## src/rtl/axi_rd_arbiter_if.sv

```systemverilog
// Bundle of the inst/data cache read ports and the AXI AR/R channels.
// The master modport is the arbiter's view; slave is the caches plus the AXI slave.
interface axi_rd_arbiter_if;
    logic        i_rd_req;
    logic [31:0] i_rd_addr;
    logic [7:0]  i_rd_len;
    logic        i_rd_addr_ok;
    logic        i_rd_valid;
    logic        i_rd_last;
    logic [31:0] i_rd_data;

    logic        d_rd_req;
    logic [31:0] d_rd_addr;
    logic [7:0]  d_rd_len;
    logic        d_rd_addr_ok;
    logic        d_rd_valid;
    logic        d_rd_last;
    logic [31:0] d_rd_data;

    logic [3:0]  arid;
    logic [31:0] araddr;
    logic [7:0]  arlen;
    logic [2:0]  arsize;
    logic [1:0]  arburst;
    logic        arvalid;
    logic        arready;

    logic [3:0]  rid;
    logic [31:0] rdata;
    logic        rlast;
    logic        rvalid;
    logic        rready;

    modport master (
        input  i_rd_req, i_rd_addr, i_rd_len,
        output i_rd_addr_ok, i_rd_valid, i_rd_last, i_rd_data,
        input  d_rd_req, d_rd_addr, d_rd_len,
        output d_rd_addr_ok, d_rd_valid, d_rd_last, d_rd_data,
        output arid, araddr, arlen, arsize, arburst, arvalid,
        input  arready,
        input  rid, rdata, rlast, rvalid,
        output rready
    );

    modport slave (
        output i_rd_req, i_rd_addr, i_rd_len,
        input  i_rd_addr_ok, i_rd_valid, i_rd_last, i_rd_data,
        output d_rd_req, d_rd_addr, d_rd_len,
        input  d_rd_addr_ok, d_rd_valid, d_rd_last, d_rd_data,
        input  arid, araddr, arlen, arsize, arburst, arvalid,
        output arready,
        output rid, rdata, rlast, rvalid,
        input  rready
    );
endinterface

```

## src/rtl/axi_rd_arbiter.sv

```systemverilog
// Two-requester AXI read arbiter (inst/data cache), one outstanding burst at a time.
// state  | meaning
// S_IDLE | arbitrate; first cycle after a burst is a hold-off cycle with no grant
// S_AR   | present latched request on AR until arready
// S_R    | collect beats for the latched id, forward to the owner
module axi_rd_arbiter #(
    parameter int STARVE_LIMIT = 4
) (
    input  logic              clk,
    input  logic              reset,
    axi_rd_arbiter_if.master  bus
);
    typedef enum logic [1:0] {S_IDLE, S_AR, S_R} state_t;

    localparam logic [2:0] LIMIT = 3'(STARVE_LIMIT);

    state_t      state, state_nx;
    logic        hold_off;
    logic [2:0]  starve_cnt;
    logic [31:0] lat_addr;
    logic [7:0]  lat_len;
    logic [3:0]  lat_id;
    logic        grant_i, grant_d, beat_ok, data_owner;

    assign data_owner  = (lat_id == 4'd1);
    assign bus.araddr  = lat_addr;
    assign bus.arlen   = lat_len;
    assign bus.arid    = lat_id;
    assign bus.arsize  = 3'b010;
    assign bus.arburst = 2'b01;

    always_ff @(posedge clk or posedge reset) begin
        if (reset) state <= S_IDLE;
        else       state <= state_nx;
    end

    always_comb begin
        state_nx = state;
        case (state)
            S_IDLE: if (grant_i || grant_d) state_nx = S_AR;
            S_AR:   if (bus.arready) state_nx = S_R;
            S_R:    if (beat_ok && bus.rlast) state_nx = S_IDLE;
            default: state_nx = S_IDLE;
        endcase
    end

    // Every output is gated by reset so it drops without waiting for a clock edge.
    always_comb begin
        grant_i          = 1'b0;
        grant_d          = 1'b0;
        beat_ok          = 1'b0;
        bus.arvalid      = 1'b0;
        bus.rready       = 1'b0;
        if (!reset) begin
            case (state)
                S_IDLE: if (!hold_off) begin
                    grant_i = bus.i_rd_req && (!bus.d_rd_req || starve_cnt == LIMIT);
                    grant_d = bus.d_rd_req && !grant_i;
                end
                S_AR: bus.arvalid = 1'b1;
                S_R: begin
                    bus.rready = 1'b1;
                    beat_ok    = bus.rvalid && (bus.rid == lat_id);
                end
                default: ;
            endcase
        end
        bus.i_rd_addr_ok = grant_i;
        bus.d_rd_addr_ok = grant_d;
        bus.i_rd_valid   = beat_ok && !data_owner;
        bus.d_rd_valid   = beat_ok && data_owner;
        bus.i_rd_last    = bus.i_rd_valid && bus.rlast;
        bus.d_rd_last    = bus.d_rd_valid && bus.rlast;
        bus.i_rd_data    = bus.i_rd_valid ? bus.rdata : 32'd0;
        bus.d_rd_data    = bus.d_rd_valid ? bus.rdata : 32'd0;
    end

    always_ff @(posedge clk or posedge reset) begin
        if (reset) begin
            hold_off   <= 1'b0;
            starve_cnt <= 3'd0;
            lat_addr   <= 32'd0;
            lat_len    <= 8'd0;
            lat_id     <= 4'd0;
        end else begin
            hold_off <= (state == S_R) && (state_nx == S_IDLE);
            if (grant_i) begin
                lat_addr   <= bus.i_rd_addr;
                lat_len    <= bus.i_rd_len;
                lat_id     <= 4'd0;
                starve_cnt <= 3'd0;
            end else if (grant_d) begin
                lat_addr <= bus.d_rd_addr;
                lat_len  <= bus.d_rd_len;
                lat_id   <= 4'd1;
                if (!bus.i_rd_req)            starve_cnt <= 3'd0;
                else if (starve_cnt != LIMIT) starve_cnt <= starve_cnt + 3'd1;
            end
        end
    end
endmodule

```

## src/flat_wrapper.sv

```systemverilog
// flat-port wrapper written by rule: the top's interface ports become plain ports
module axi_rd_arbiter_flat 
#(
    parameter int STARVE_LIMIT = 4
)
  (clk, reset, bus_i_rd_req, bus_i_rd_addr, bus_i_rd_len, bus_i_rd_addr_ok, bus_i_rd_valid, bus_i_rd_last, bus_i_rd_data, bus_d_rd_req, bus_d_rd_addr, bus_d_rd_len, bus_d_rd_addr_ok, bus_d_rd_valid, bus_d_rd_last, bus_d_rd_data, bus_arid, bus_araddr, bus_arlen, bus_arsize, bus_arburst, bus_arvalid, bus_arready, bus_rid, bus_rdata, bus_rlast, bus_rvalid, bus_rready);
  axi_rd_arbiter_if bus_i ();
  input  logic clk;
  input  logic reset;
  input wire logic [$bits(bus_i.i_rd_req)-1:0] bus_i_rd_req;
  input wire logic [$bits(bus_i.i_rd_addr)-1:0] bus_i_rd_addr;
  input wire logic [$bits(bus_i.i_rd_len)-1:0] bus_i_rd_len;
  output wire logic [$bits(bus_i.i_rd_addr_ok)-1:0] bus_i_rd_addr_ok;
  output wire logic [$bits(bus_i.i_rd_valid)-1:0] bus_i_rd_valid;
  output wire logic [$bits(bus_i.i_rd_last)-1:0] bus_i_rd_last;
  output wire logic [$bits(bus_i.i_rd_data)-1:0] bus_i_rd_data;
  input wire logic [$bits(bus_i.d_rd_req)-1:0] bus_d_rd_req;
  input wire logic [$bits(bus_i.d_rd_addr)-1:0] bus_d_rd_addr;
  input wire logic [$bits(bus_i.d_rd_len)-1:0] bus_d_rd_len;
  output wire logic [$bits(bus_i.d_rd_addr_ok)-1:0] bus_d_rd_addr_ok;
  output wire logic [$bits(bus_i.d_rd_valid)-1:0] bus_d_rd_valid;
  output wire logic [$bits(bus_i.d_rd_last)-1:0] bus_d_rd_last;
  output wire logic [$bits(bus_i.d_rd_data)-1:0] bus_d_rd_data;
  output wire logic [$bits(bus_i.arid)-1:0] bus_arid;
  output wire logic [$bits(bus_i.araddr)-1:0] bus_araddr;
  output wire logic [$bits(bus_i.arlen)-1:0] bus_arlen;
  output wire logic [$bits(bus_i.arsize)-1:0] bus_arsize;
  output wire logic [$bits(bus_i.arburst)-1:0] bus_arburst;
  output wire logic [$bits(bus_i.arvalid)-1:0] bus_arvalid;
  input wire logic [$bits(bus_i.arready)-1:0] bus_arready;
  input wire logic [$bits(bus_i.rid)-1:0] bus_rid;
  input wire logic [$bits(bus_i.rdata)-1:0] bus_rdata;
  input wire logic [$bits(bus_i.rlast)-1:0] bus_rlast;
  input wire logic [$bits(bus_i.rvalid)-1:0] bus_rvalid;
  output wire logic [$bits(bus_i.rready)-1:0] bus_rready;
  assign bus_i.i_rd_req = bus_i_rd_req;
  assign bus_i.i_rd_addr = bus_i_rd_addr;
  assign bus_i.i_rd_len = bus_i_rd_len;
  assign bus_i_rd_addr_ok = bus_i.i_rd_addr_ok;
  assign bus_i_rd_valid = bus_i.i_rd_valid;
  assign bus_i_rd_last = bus_i.i_rd_last;
  assign bus_i_rd_data = bus_i.i_rd_data;
  assign bus_i.d_rd_req = bus_d_rd_req;
  assign bus_i.d_rd_addr = bus_d_rd_addr;
  assign bus_i.d_rd_len = bus_d_rd_len;
  assign bus_d_rd_addr_ok = bus_i.d_rd_addr_ok;
  assign bus_d_rd_valid = bus_i.d_rd_valid;
  assign bus_d_rd_last = bus_i.d_rd_last;
  assign bus_d_rd_data = bus_i.d_rd_data;
  assign bus_arid = bus_i.arid;
  assign bus_araddr = bus_i.araddr;
  assign bus_arlen = bus_i.arlen;
  assign bus_arsize = bus_i.arsize;
  assign bus_arburst = bus_i.arburst;
  assign bus_arvalid = bus_i.arvalid;
  assign bus_i.arready = bus_arready;
  assign bus_i.rid = bus_rid;
  assign bus_i.rdata = bus_rdata;
  assign bus_i.rlast = bus_rlast;
  assign bus_i.rvalid = bus_rvalid;
  assign bus_rready = bus_i.rready;
  axi_rd_arbiter #(.STARVE_LIMIT(STARVE_LIMIT)) u_core (.clk(clk), .reset(reset), .bus(bus_i));
endmodule
```

## config.mk

```make
export PLATFORM = sky130hd
export DESIGN_NAME = axi_rd_arbiter_flat
export DESIGN_NICKNAME = d
export VERILOG_FILES = /design/src/rtl/axi_rd_arbiter_if.sv /design/src/rtl/axi_rd_arbiter.sv /design/src/flat_wrapper.sv
export SDC_FILE = /design/constraint.sdc
export NUM_CORES = 1
export LEC_CHECK = 0
export BUFFER_PORTS_ARGS = -buffer_cell sky130_fd_sc_hd__buf_2
export CAP_MARGIN = 10
export CORE_MARGIN = 2
export CORE_UTILIZATION = 36
export DETAILED_ROUTE_END_ITERATION = 10
export MAX_ROUTING_LAYER = met4
export PLACE_DENSITY = 0.78
export SLEW_MARGIN = 20
export SYNTH_ARGS = -nofsm -noshare
export SYNTH_HDL_FRONTEND = slang
export SYNTH_SLANG_ARGS = --single-unit
```

## constraint.sdc

```tcl
create_clock -name clk -period 1.4 [get_ports clk]
set_input_delay 0.21 -clock clk [delete_from_list [all_inputs] [get_ports clk]]
set_output_delay 0.21 -clock clk [all_outputs]
set_load 0.03 [all_outputs]
```

# Yosys cells after proc, flatten, opt, wreduce, memory -nomap -nowiden
# Cells that the tools add are included.
dict set report totals {
  in_bits 123
  word_cells 60
  output_inout_bits 121
  ff_bits 50
}
dict set report classes {
  eq_ne 7
  n_addsub 1
  reduce_logical 18
  mux 28
}
# op n
set op_table {}
lappend op_table {{32-bit two-way mux} 4}
lappend op_table {{8-bit two-way mux} 2}
lappend op_table {{1-bit two-way mux} 12}
lappend op_table {{3-bit two-way mux} 4}
lappend op_table {{1-bit logical AND} 9}
lappend op_table {{4-bit two-way mux} 2}
lappend op_table {{2-bit two-way mux} 3}
lappend op_table {{2-bit case mux with 3 select lines} 1}
lappend op_table {{4-bit by 1-bit equality test with 1-bit output (second input constant)} 1}
lappend op_table {{4-bit equality test} 1}
lappend op_table {{2-bit zero test} 2}
lappend op_table {{3-bit by 1-bit adder with 3-bit output (second input constant)} 1}
lappend op_table {{3-bit equality test (second input constant)} 1}
lappend op_table {{1-bit zero test} 3}
lappend op_table {{3-bit by 1-bit != test with 1-bit output (second input constant)} 1}
lappend op_table {{3-bit != test (second input constant)} 1}
lappend op_table {{2-bit by 1-bit equality test with 1-bit output (second input constant)} 1}
lappend op_table {{2-bit equality test (second input constant)} 1}
lappend op_table {{1-bit logical OR} 2}
lappend op_table {{2-bit AND reduction} 1}
lappend op_table {{2-bit nonzero test} 1}

# Logic depth before layout (Yosys ltp)
# Gate-level depths: netlist (run 1).
dict set report depth {
  ltp_word 13
  depth_mapped 7
  mapped_depth_nobuf 5
}

# Least setup slack after synthesis (run 1)
# No wires, ideal clock.
dict set report synth_timing {
  kind {reg-to-output}
  startpoint {register u_core.state[0]}
  endpoint {output bus_i_rd_data[14]}
  n_path_buf 2
  required_ns 1.190
  arrival_ns 1.443
  setup_slack_ns -0.253
  path_stages_with_launch 5
  path_cell_list {dfrtp_1 -> and2b_1 -> clkbuf_1 -> clkbuf_1 -> and3_1}
}
dict set report synth_via {
  elab_chain_cells 5
}
# element line
set synth_rtl {}
lappend synth_rtl {{from (decl)} axi_rd_arbiter.sv:17} ;# state_t state, state_nx;
lappend synth_rtl {{from (signal assigned)} axi_rd_arbiter.sv:34} ;# else state <= state_nx;
lappend synth_rtl {{2-bit equality test} axi_rd_arbiter.sv:55} ;# case (state)
lappend synth_rtl {{1-bit two-way mux} axi_rd_arbiter.sv:55}
lappend synth_rtl {{1-bit two-way mux} axi_rd_arbiter.sv:54} ;# if (!reset) begin
lappend synth_rtl {{1-bit logical AND} axi_rd_arbiter.sv:70} ;# bus.i_rd_valid = beat_ok && !data_owner;
lappend synth_rtl {{32-bit two-way mux} axi_rd_arbiter.sv:74} ;# bus.i_rd_data = bus.i_rd_valid ? bus.rdata : 32'd0;
lappend synth_rtl {{to (decl)} flat_wrapper.sv:16} ;# output wire logic [$bits(bus_i.i_rd_data)-1:0] bus_i_rd_data;
# Every way passes these cells.

# Final worst setup path (run 1)
dict set report layout_timing {
  startpoint {register u_core.lat_id[0], in the netlist u_core.bus.arid[0]}
  endpoint {output bus_d_rd_data[2]}
}
dict set report layout_via {
  elab_chain_cells 6
  elab_cells_between_ends 7
  classes_between {2 x eq/ne; 3 x mux; 2 x reduce/logical}
}
# element line
set layout_rtl {}
lappend layout_rtl {{from (decl)} axi_rd_arbiter.sv:22} ;# logic [3:0] lat_id;
lappend layout_rtl {{from (signal assigned)} axi_rd_arbiter.sv:84} ;# lat_id <= 4'd0;
lappend layout_rtl {{from (signal assigned)} axi_rd_arbiter.sv:90} ;# lat_id <= 4'd0;
lappend layout_rtl {{from (signal assigned)} axi_rd_arbiter.sv:95} ;# lat_id <= 4'd1;
lappend layout_rtl {{4-bit equality test} axi_rd_arbiter.sv:63} ;# beat_ok = bus.rvalid && (bus.rid == lat_id);
lappend layout_rtl {{1-bit logical AND} axi_rd_arbiter.sv:63}
lappend layout_rtl {{1-bit two-way mux} axi_rd_arbiter.sv:55}
lappend layout_rtl {{1-bit two-way mux} axi_rd_arbiter.sv:54}
lappend layout_rtl {{1-bit logical AND *} axi_rd_arbiter.sv:71} ;# bus.d_rd_valid = beat_ok && data_owner;
lappend layout_rtl {{32-bit two-way mux *} axi_rd_arbiter.sv:75} ;# bus.d_rd_data = bus.d_rd_valid ? bus.rdata : 32'd0;
lappend layout_rtl {{to (decl)} flat_wrapper.sv:23} ;# output wire logic [$bits(bus_i.d_rd_data)-1:0] bus_d_rd_data;
# Every way passes the cells marked *; elsewhere a longest branch is shown, timed or not.

==> flow_summary.toml, run 1 <==
[route]
vias = 4085
firstDrtPassIters = 4
routedWlPerCell_um = 19.4
totalWireLength_um = 14100
drc = 0
postRouteAntennaNets = 0
viasPerCell = 5.62
drt_iter0_drc = 187

[sta]
max_freq_mhz = 554
fin_skew_ns = 0.00357
period_share_pct = 129
drv_slew = 0
finalSetupViolations = 117
finalCriticalPeriod_ns = 1.80
setup_slack_ns = -0.404
rsz0062_at_grt = "true"
finalHoldViolations = 0

[clocking]
clk_latency_ns = 0.29
clockRootBuffer = "clkbuf_8"
htree_levels = 2
clk_pin_slew_ns = 0.09
cts.path.max_buffers = 2
cts_sinks = 47
hold_buffers = 0
cts_buffers = 5
cts_tree = "built"

[floorplan]
die_h_um = 95.2
io_pins = 244
rows = 33
dieWidth_um = 95.2
core_mm2 = 0.00813
start_util_pct = 36.8
die-area_mm2 = 0.00906

[final_layout]
n_antenna_cell = 0
stdcell_count = 727
final_area_mm2 = 0.00624
multi_input_area_mm2 = 0.00229
seq_area_mm2 = 0.00118
drive_gt1_share_pct = 67.5
fillers = 519
syn2layout_area_growth_pct = 109
final_nets = 746

[global_routing]
grt_max_degree = 41
grt_use_total_pct = 28.3
antenna_found_initial = 0
grt_pass1_vias = 3702
overflow = 0
grt_first_pass_wirelength_um = 19400

[yosys]
ys_seq_area_share_pct = 39.3
netlist_instances = 371
synth_commonest_cells = "68 x and3_1, 47 x dfrtp_1, 41 x a21oi_1, 41 x a31oi_1"
avgSynthCellArea_um2 = 8.06
synthesis.area_mm2 = 0.00299
ys_async_sr_fraction_pct = 100
yosys.area.top_type = "dfrtp_1"
synth_area_leaders = "dfrtp_1 39%, and3_1 14%, a31oi_1 8.6%"
synth_warnings = 0
synth_flop_cell = "dfrtp_1"
synth_top_area_share_pct = 39.3
post-synth-top-count-cell = "and3_1"
synth_cell_type_count = 32
ys_ff_latch = 47
synth_edf_count = 0

[setup_path]
crit_path_top_delay_cell = "dfrtp_1"
rrSetupSlack_ns = -0.34
worstPathCellList = "buf_4 > and4_4 > clkbuf_16 > and3_4 > buf_6"
worst-path-max-fanout = 17
critical_path.endpoint = "bus_d_rd_data[2]"
r2r-end = "u_core.bus.araddr[30]$_DFFE_PP0P_"
required_ns = 1.19
crit_arrival_ns = 1.59
timing.rr.start = "u_core.state[1]$_DFF_PP0_"
startpoint = "u_core.bus.arid[0]$_DFFE_PP0P_"
reg2reg_depth = 8
path_class = "register to output port"
crit_path_end_kind = "output port"
start_kind = "register"
critPathMaxStageDelay_ns = 0.39

[placement]
place_congestion = 0.787
postPlaceCellArea_mm2 = 0.00466
dp_slack_ns = -0.302
dp_hpwl_um = 8290
place_inst = 691
portBuffers = 235

[status]
violations = "setup timing"
outcome = "finished with violations"

[power]
peakVddDrop_mv = 1.18
leakage_nw = 2.76
powerDensity_mw_per_mm2 = 1560

[job]
drv_cap = 0

[worst_hold_path]
hp-class = "input port to register"
[layout make-up]
cell class | instances | share of cell area, %
clock buffers | 5 | 1.10
flip-flops and latches | 47 | 18.8
multi-input cells | 269 | 36.6
inverters | 7 | 0.421
repair buffers | 291 | 39.8
clock inverters | 3 | 1.08
well taps | 105 | 2.11
[metal layers]
metal / vias to the layer above / global-route usage [%] / wire length [um]
li1: 1853 / - / -
met1: 1987 / 33.5 / 5170
met2: 217 / 49.3 / 7650
met3: 28 / 4.03 / 997
met4: 0 / 9.30 / 318
met5: - / - / 0
[power by group]
group          total [mW]  switching, mW  internal, mW
clock network        1.17          0.456         0.712
logic                6.13           3.47          2.66
registers            2.47          0.465          2.00
total                9.77           4.40          5.37
[metrics by stage]
step	util [%]	total power [mW]	hold slack, ns	TNS, ns
finish	76.7	9.77	0.117	-39.61
global placement	57.3	6.41	0.418	-24.02
floorplan	-	5.19	0.308	-0.830
CTS	70.9	8.92	0.112	-37.54
detailed placement	57.3	6.54	0.434	-27.57
global route	76.7	10.3	0.121	-47.77
[how the worst min path moves through the flow]
stage                            from                        end  slack (ns)  depth (start not counted)
after CTS                 bus_arready  u_core.state[0]$_DFF_PP0_        0.11                          2
after global placement    bus_arready  u_core.state[0]$_DFF_PP0_        0.42                          2
after detailed placement  bus_arready  u_core.state[0]$_DFF_PP0_        0.43                          2
after floorplan           bus_arready  u_core.state[0]$_DFF_PP0_        0.31                          1
final                     bus_arready  u_core.state[0]$_DFF_PP0_        0.12                          2
after global routing      bus_arready  u_core.state[0]$_DFF_PP0_        0.12                          2
[critical path: cells and delay by family, from the launching register on]
family | cells | cell delay, ns
buf+inv | 3 | 0.45
flops | 1 | 0.39
simple gates | 2 | 0.45
[cell families after synthesis]
| kind of cell | after synthesis | share of synthesized area, % |
|---|---|---|
| xor gates and xnor gates | 1 | 0.293 |
| AOI/OAI and AO/OA | 129 | 24.0 |
| muxes | 1 | 0.335 |
| DFF | 47 | 39.3 |
| other | 2 | 0.251 |
| adders and majority gates | 2 | 0.836 |
| and+or+nand+nor | 128 | 25.4 |
| buffers and inverters | 61 | 9.58 |
[cells in the final DEF (no fill, tap or decap), types with 2 or more instances in the layout]
cell type / synthesis / layout
clkbuf_16: 0 / 3
buf_12: 0 / 12
buf_4: 13 / 19
a21oi_2: 0 / 14
conb_1: 2 / 8
o22ai_2: 0 / 2
a31oi_1: 41 / 21
nand2b_4: 0 / 2
clkbuf_8: 0 / 5
and3_1: 68 / 4
buf_16: 0 / 8
and2_4: 0 / 2
and3_4: 0 / 63
nor4_4: 1 / 2
inv_1: 7 / 6
bufinv_16: 0 / 2
buf_2: 4 / 162
nor2_4: 0 / 2
nand4_1: 2 / 2
nand2_1: 2 / 2
buf_8: 0 / 4
a21oi_4: 0 / 4
nor2_1: 5 / 2
o21ai_0: 40 / 40
a31oi_2: 0 / 7
a31oi_4: 0 / 13
nand3_1: 40 / 40
buf_6: 0 / 83
a21oi_1: 41 / 23
dfrtp_1: 47 / 47
[state kept, by name, indices dropped and copies added (netlist names)]
signal             count
u_core.bus.arid        1
u_core.bus.arlen       8
u_core.state           2
u_core.hold_off        1
u_core.bus.araddr     32
u_core.starve_cnt      3
[timing repair]
action | in CTS | in global routing
pin swaps | 3 | 7
gates cloned | 10 | 3
buffers inserted | 13 | 5
setup endpoints to repair | 116 | 118
resized for setup | 184 | 73
No activity file was read; power rests on OpenSTA's default activity.
==> inputs of run 2 (changes only) <==
Settings changed: CORE_AREA from default to 2 2 95 97, CORE_MARGIN 2 to default, CORE_UTILIZATION 36 to default, DIE_AREA from default to 0 0 97 99, PLACE_DENSITY 0.78 to 0.76, RECOVER_POWER from default to 50.
==> flow_summary.toml, run 2 (synthesis gave the netlist of run 1 again) <==
[sta]
finalHoldViolations = 0
period_share_pct = 130
finalCriticalPeriod_ns = 1.82
setup_slack_ns = -0.421
tightest_slew_ns = 1.06
rsz0062_at_grt = "true"
drv_slew = 0
finalSetupViolations = 115
max_freq_mhz = 549
relSlewSlack_pct = 29.1
fin_skew_ns = 0.00541

[floorplan]
die-area_mm2 = 0.00960
io_pins = 244
start_util_pct = 35.0
die_h_um = 99
dieWidth_um = 97
rows = 34
core_mm2 = 0.00855

[route]
totalWireLength_um = 13800
firstDrtPassIters = 4
drc = 0
vias = 4094
postRouteAntennaNets = 0
routedWlPerCell_um = 18.9
viasPerCell = 5.62
drt_iter0_drc = 200

[global_routing]
grt_pass1_vias = 4004
busiest_layer = "met2"
overflow = 0
grt_max_degree = 48
grt_first_pass_wirelength_um = 20400
grt_util_met3_pct = 3.83
grt_use_total_pct = 27.0
antenna_found_initial = 1
use_met2_pct = 47.9
use_met1_pct = 31.1

[final_layout]
largest_reg_flops = 32
final_common_cell = "buf_2"
final_nets = 744
mostFrequentLayoutCells = "163 x buf_2, 80 x buf_6, 63 x and3_4"
fillers = 576
drive_gt1_share_pct = 68.0
final_area_mm2 = 0.00608
syn2layout_area_growth_pct = 103

[setup_path]
worst-path-max-fanout = 17
critPathMaxStageDelay_ns = 0.41
required_ns = 1.19
crit_path_top_delay_cell = "dfrtp_1"
crit_path_end_kind = "output port"
path_class = "register to output port"
worstPathCellList = "buf_4 > and4_4 > clkbuf_16 > and3_4 > buf_6"
reg2reg_depth = 9
start_kind = "register"
crit_arrival_ns = 1.61

[placement]
dp_hpwl_um = 8240
postPlaceCellArea_mm2 = 0.00466
place_congestion = 0.930
portBuffers = 235
dp_slack_ns = -0.295

[clocking]
cts_buffers = 5
cts_tree = "built"
clk_latency_ns = 0.30
clockRootBuffer = "clkbuf_8"
cts_sinks = 47
clk_pin_slew_ns = 0.09
cts.path.max_buffers = 2
htree_levels = 2

[job]
drv_cap = 0

[power]
leakage_nw = 2.74
powerDensity_mw_per_mm2 = 1480
peakVddDrop_mv = 1.02

[status]
violations = "setup timing"
outcome = "finished with violations"

[worst_hold_path]
whs_path_depth = 2
hp-class = "input port to register"
==> run 2: per-stage QoR <==
step | hold slack (ns) | std cells | power (mW) | utilization, % | setup TNS [ns]
2_1_floorplan | 0.308 | 377 | 5.19 | - | -0.830
3_3_place_gp | 0.426 | 694 | 6.44 | 54.5 | -26.18
3_5_place_dp | 0.439 | 694 | 6.54 | 54.5 | -28.73
4_1_cts | 0.123 | 728 | 8.54 | 68.8 | -32.85
5_1_grt | 0.132 | 728 | 9.40 | 71.1 | -40.30
6_report | 0.134 | 728 | 9.01 | 71.1 | -34.29
==> run 2: layout make-up <==
| class | instances | area (um2) | area share [%] |
|---|---|---|---|
| multi-input cells | 269 | 2260 | 37.1 |
| flip-flops and latches | 47 | 1180 | 19.3 |
| inverters | 7 | 26.3 | 0.432 |
| diodes | 1 | 2.50 | 0.0411 |
| repair buffers | 289 | 2380 | 39.1 |
| clock buffers | 5 | 68.8 | 1.13 |
| well taps | 108 | 135 | 2.22 |
| clock inverters | 2 | 37.5 | 0.617 |
==> run 2: critical path, delay by kind of cell (launching register included) <==
family	cells	cell delay (ns)
flip-flops	1	0.41
AND/OR/NAND/NOR	2	0.44
buffers and inverters	3	0.44
==> run 2: worst paths after layout <==
kind,startpoint,endpoint,slack [ns]
worst min-delay path,bus_arready,u_core.state[0]$_DFF_PP0_,0.13
worst max-delay path,u_core.bus.arid[0]$_DFFE_PP0P_,bus_d_rd_data[6],-0.42
worst max register to register,u_core.starve_cnt[1]$_DFFE_PP0P_,u_core.bus.araddr[7]$_DFFE_PP0P_,-0.20
worst min register to register,u_core.bus.araddr[25]$_DFFE_PP0P_,u_core.bus.araddr[25]$_DFFE_PP0P_,0.55
min in group asynchronous,reset,u_core.state[1]$_DFF_PP0_,0.45
max in group asynchronous,reset,u_core.bus.araddr[30]$_DFFE_PP0P_,0.29
==> run 2: layer usage <==
metal	up-vias	wire [um]
met5	-	0
met4	0	399
met3	33	1070
li1	1856	-
met1	1936	5090
met2	269	7220
==> run 2: report_power, final <==
part	internal [mW]	leakage, nW	total (mW)	switching, mW
Sequential	2.00	0.535	2.45	0.452
Combinational	2.25	2.16	5.56	3.31
Clock	0.523	0.0502	0.994	0.472
Total	4.78	2.74	9.01	4.23
==> run 2: timing repair <==
| action | 4_1_cts | 5_1_grt |
|---|---|---|
| hold buffers | 0 | 0 |
| pin swaps | 40 | 30 |
| gates cloned | 12 | 1 |
| resized for setup | 255 | 48 |
| setup buffers | 17 | 7 |
| setup endpoints to repair | 116 | 116 |
==> inputs of run 3 (changes only) <==
Settings changed: REMOVE_ABC_BUFFERS from default to 1.
==> flow_summary.toml, run 3 (synthesis gave the netlist of run 1 again) <==
[route]
viasPerCell = 5.53
drt_iter0_drc = 233
firstDrtPassIters = 5
routedWlPerCell_um = 17.9
totalWireLength_um = 12900
vias = 3979
postRouteAntennaNets = 0
drc = 0

[floorplan]
io_pins = 244
start_util_pct = 35.0
rows = 34
die_h_um = 99
core_mm2 = 0.00855
die-area_mm2 = 0.00960
dieWidth_um = 97

[placement]
dp_slack_ns = -0.283
place_inst = 687
dp_hpwl_um = 7980
portBuffers = 235
place_congestion = 0.844

[sta]
finalHoldViolations = 0
finalSetupViolations = 117
max_freq_mhz = 561
finalCriticalPeriod_ns = 1.78
drv_slew = 0
period_share_pct = 127
tightest_slew_ns = 0.744
relSlewSlack_pct = 50.4
rsz0062_at_grt = "true"
setup_slack_ns = -0.382
fin_skew_ns = 0.00621

[clocking]
clockRootBuffer = "clkbuf_8"
htree_levels = 2
cts_sinks = 47
cts_buffers = 5
clk_latency_ns = 0.30
cts.path.max_buffers = 2
clk_pin_slew_ns = 0.09
hold_buffers = 0
cts_tree = "built"

[final_layout]
seq_area_mm2 = 0.00118
largest_reg_flops = 32
multi_input_area_mm2 = 0.00194
fillers = 660
mostFrequentLayoutCells = "162 x buf_2, 78 x buf_6, 59 x and3_1"
syn2layout_area_growth_pct = 90.5
final_nets = 735
stdcell_count = 719
drive_gt1_share_pct = 57.5
final_common_cell = "buf_2"

[setup_path]
critPathMaxStageDelay_ns = 0.42
required_ns = 1.19
crit_path_top_delay_cell = "dfrtp_1"
start_kind = "register"
path_class = "register to output port"
worstPathCellList = "and2b_4 > buf_12 > and3_1 > buf_6"
crit_path_end_kind = "output port"
worst-path-max-fanout = 35
crit_arrival_ns = 1.57

[global_routing]
grt_pass1_vias = 3672
grt_first_pass_wirelength_um = 19300
grt_use_total_pct = 25.3
overflow = 0
antenna_found_initial = 1
grt_max_degree = 41

[power]
powerDensity_mw_per_mm2 = 1600
peakVddDrop_mv = 1.30
leakage_nw = 2.77

[worst_hold_path]
hp-class = "input port to register"

[job]
drv_cap = 0

[status]
outcome = "finished with violations"
violations = "setup timing"
## run 3: cell types whose count changed in the layout (fill, tap and decap cells not counted), sizes merged
cell,delta
inv,+1
buf,-10
clkinv,-1
clkbuf,+1
## run 3: path summary, 6_finish.rpt
kind | startpoint | end | slack [ns] | cells past startpoint
min | bus_arready | u_core.state[0]$_DFF_PP0_ | 0.12 | 2
min reg2reg | u_core.bus.araddr[26]$_DFFE_PP0P_ | u_core.bus.araddr[26]$_DFFE_PP0P_ | 0.56 | 2
min in group asynchronous | reset | u_core.bus.araddr[4]$_DFFE_PP0P_ | 0.17 | 3
max in group asynchronous | reset | u_core.bus.arlen[4]$_DFFE_PP0P_ | 0.32 | 4
max | u_core.state[0]$_DFF_PP0_ | bus_d_rd_data[11] | -0.38 | 4
max reg2reg | u_core.hold_off$_DFF_PP0_ | u_core.bus.araddr[31]$_DFFE_PP0P_ | -0.22 | 7
## run 3: power breakdown
group / leakage [nW] / internal, mW / switching, mW
logic: 2.18 / 2.35 / 3.22
clock network: 0.0502 / 0.523 / 0.476
registers: 0.534 / 2.01 / 0.540
## run 3: per-stage QoR
step	utilization, %	setup TNS (ns)	hold slack [ns]	power [mW]	area, um2
5_1_grt	66.7	-39.47	0.122	9.59	5700
6_report	66.7	-31.48	0.125	9.11	5700
3_3_place_gp	50.7	-18.66	0.338	6.35	4340
2_1_floorplan	-	-99.41	0.308	4.83	2750
3_5_place_dp	50.7	-24.23	0.350	6.44	4340
4_1_cts	63.6	-31.33	0.0338	8.67	5440
## run 3: cell type report
class                   instances  share of cell area, %
repair buffers                280                   40.6
diodes                          1                 0.0439
inverters                       7                  0.461
clock inverters                 2                  0.658
well taps                     108                   2.37
flip-flops and latches         47                   20.7
multi-input cells             269                   34.0
clock buffers                   5                   1.21
## run 3: metal layers
metal  vias up  share of wire (%)  wire length [um]  track usage [%]
met2       241                 51              6610             42.7
li1       1830                  -                 -                -
met4         0                2.5               320             6.83
met1      1883                 38              4940             31.9
met5         -                  0                 0                -
met3        25                7.7               985             4.04
## run 3: critical path: cells and delay by family, from the launching register on
family / cells / cell delay, ns
buffers and inverters: 2 / 0.31
DFF: 1 / 0.42
and+or+nand+nor: 2 / 0.53
## run 3: what timing repair did
action	in CTS	in global routing
endpoints found under the setup margin	116	117
gates resized for setup	196	45
setup buffers	13	2
hold endpoints to repair	0	0
gates cloned	9	2
pin swaps	7	9
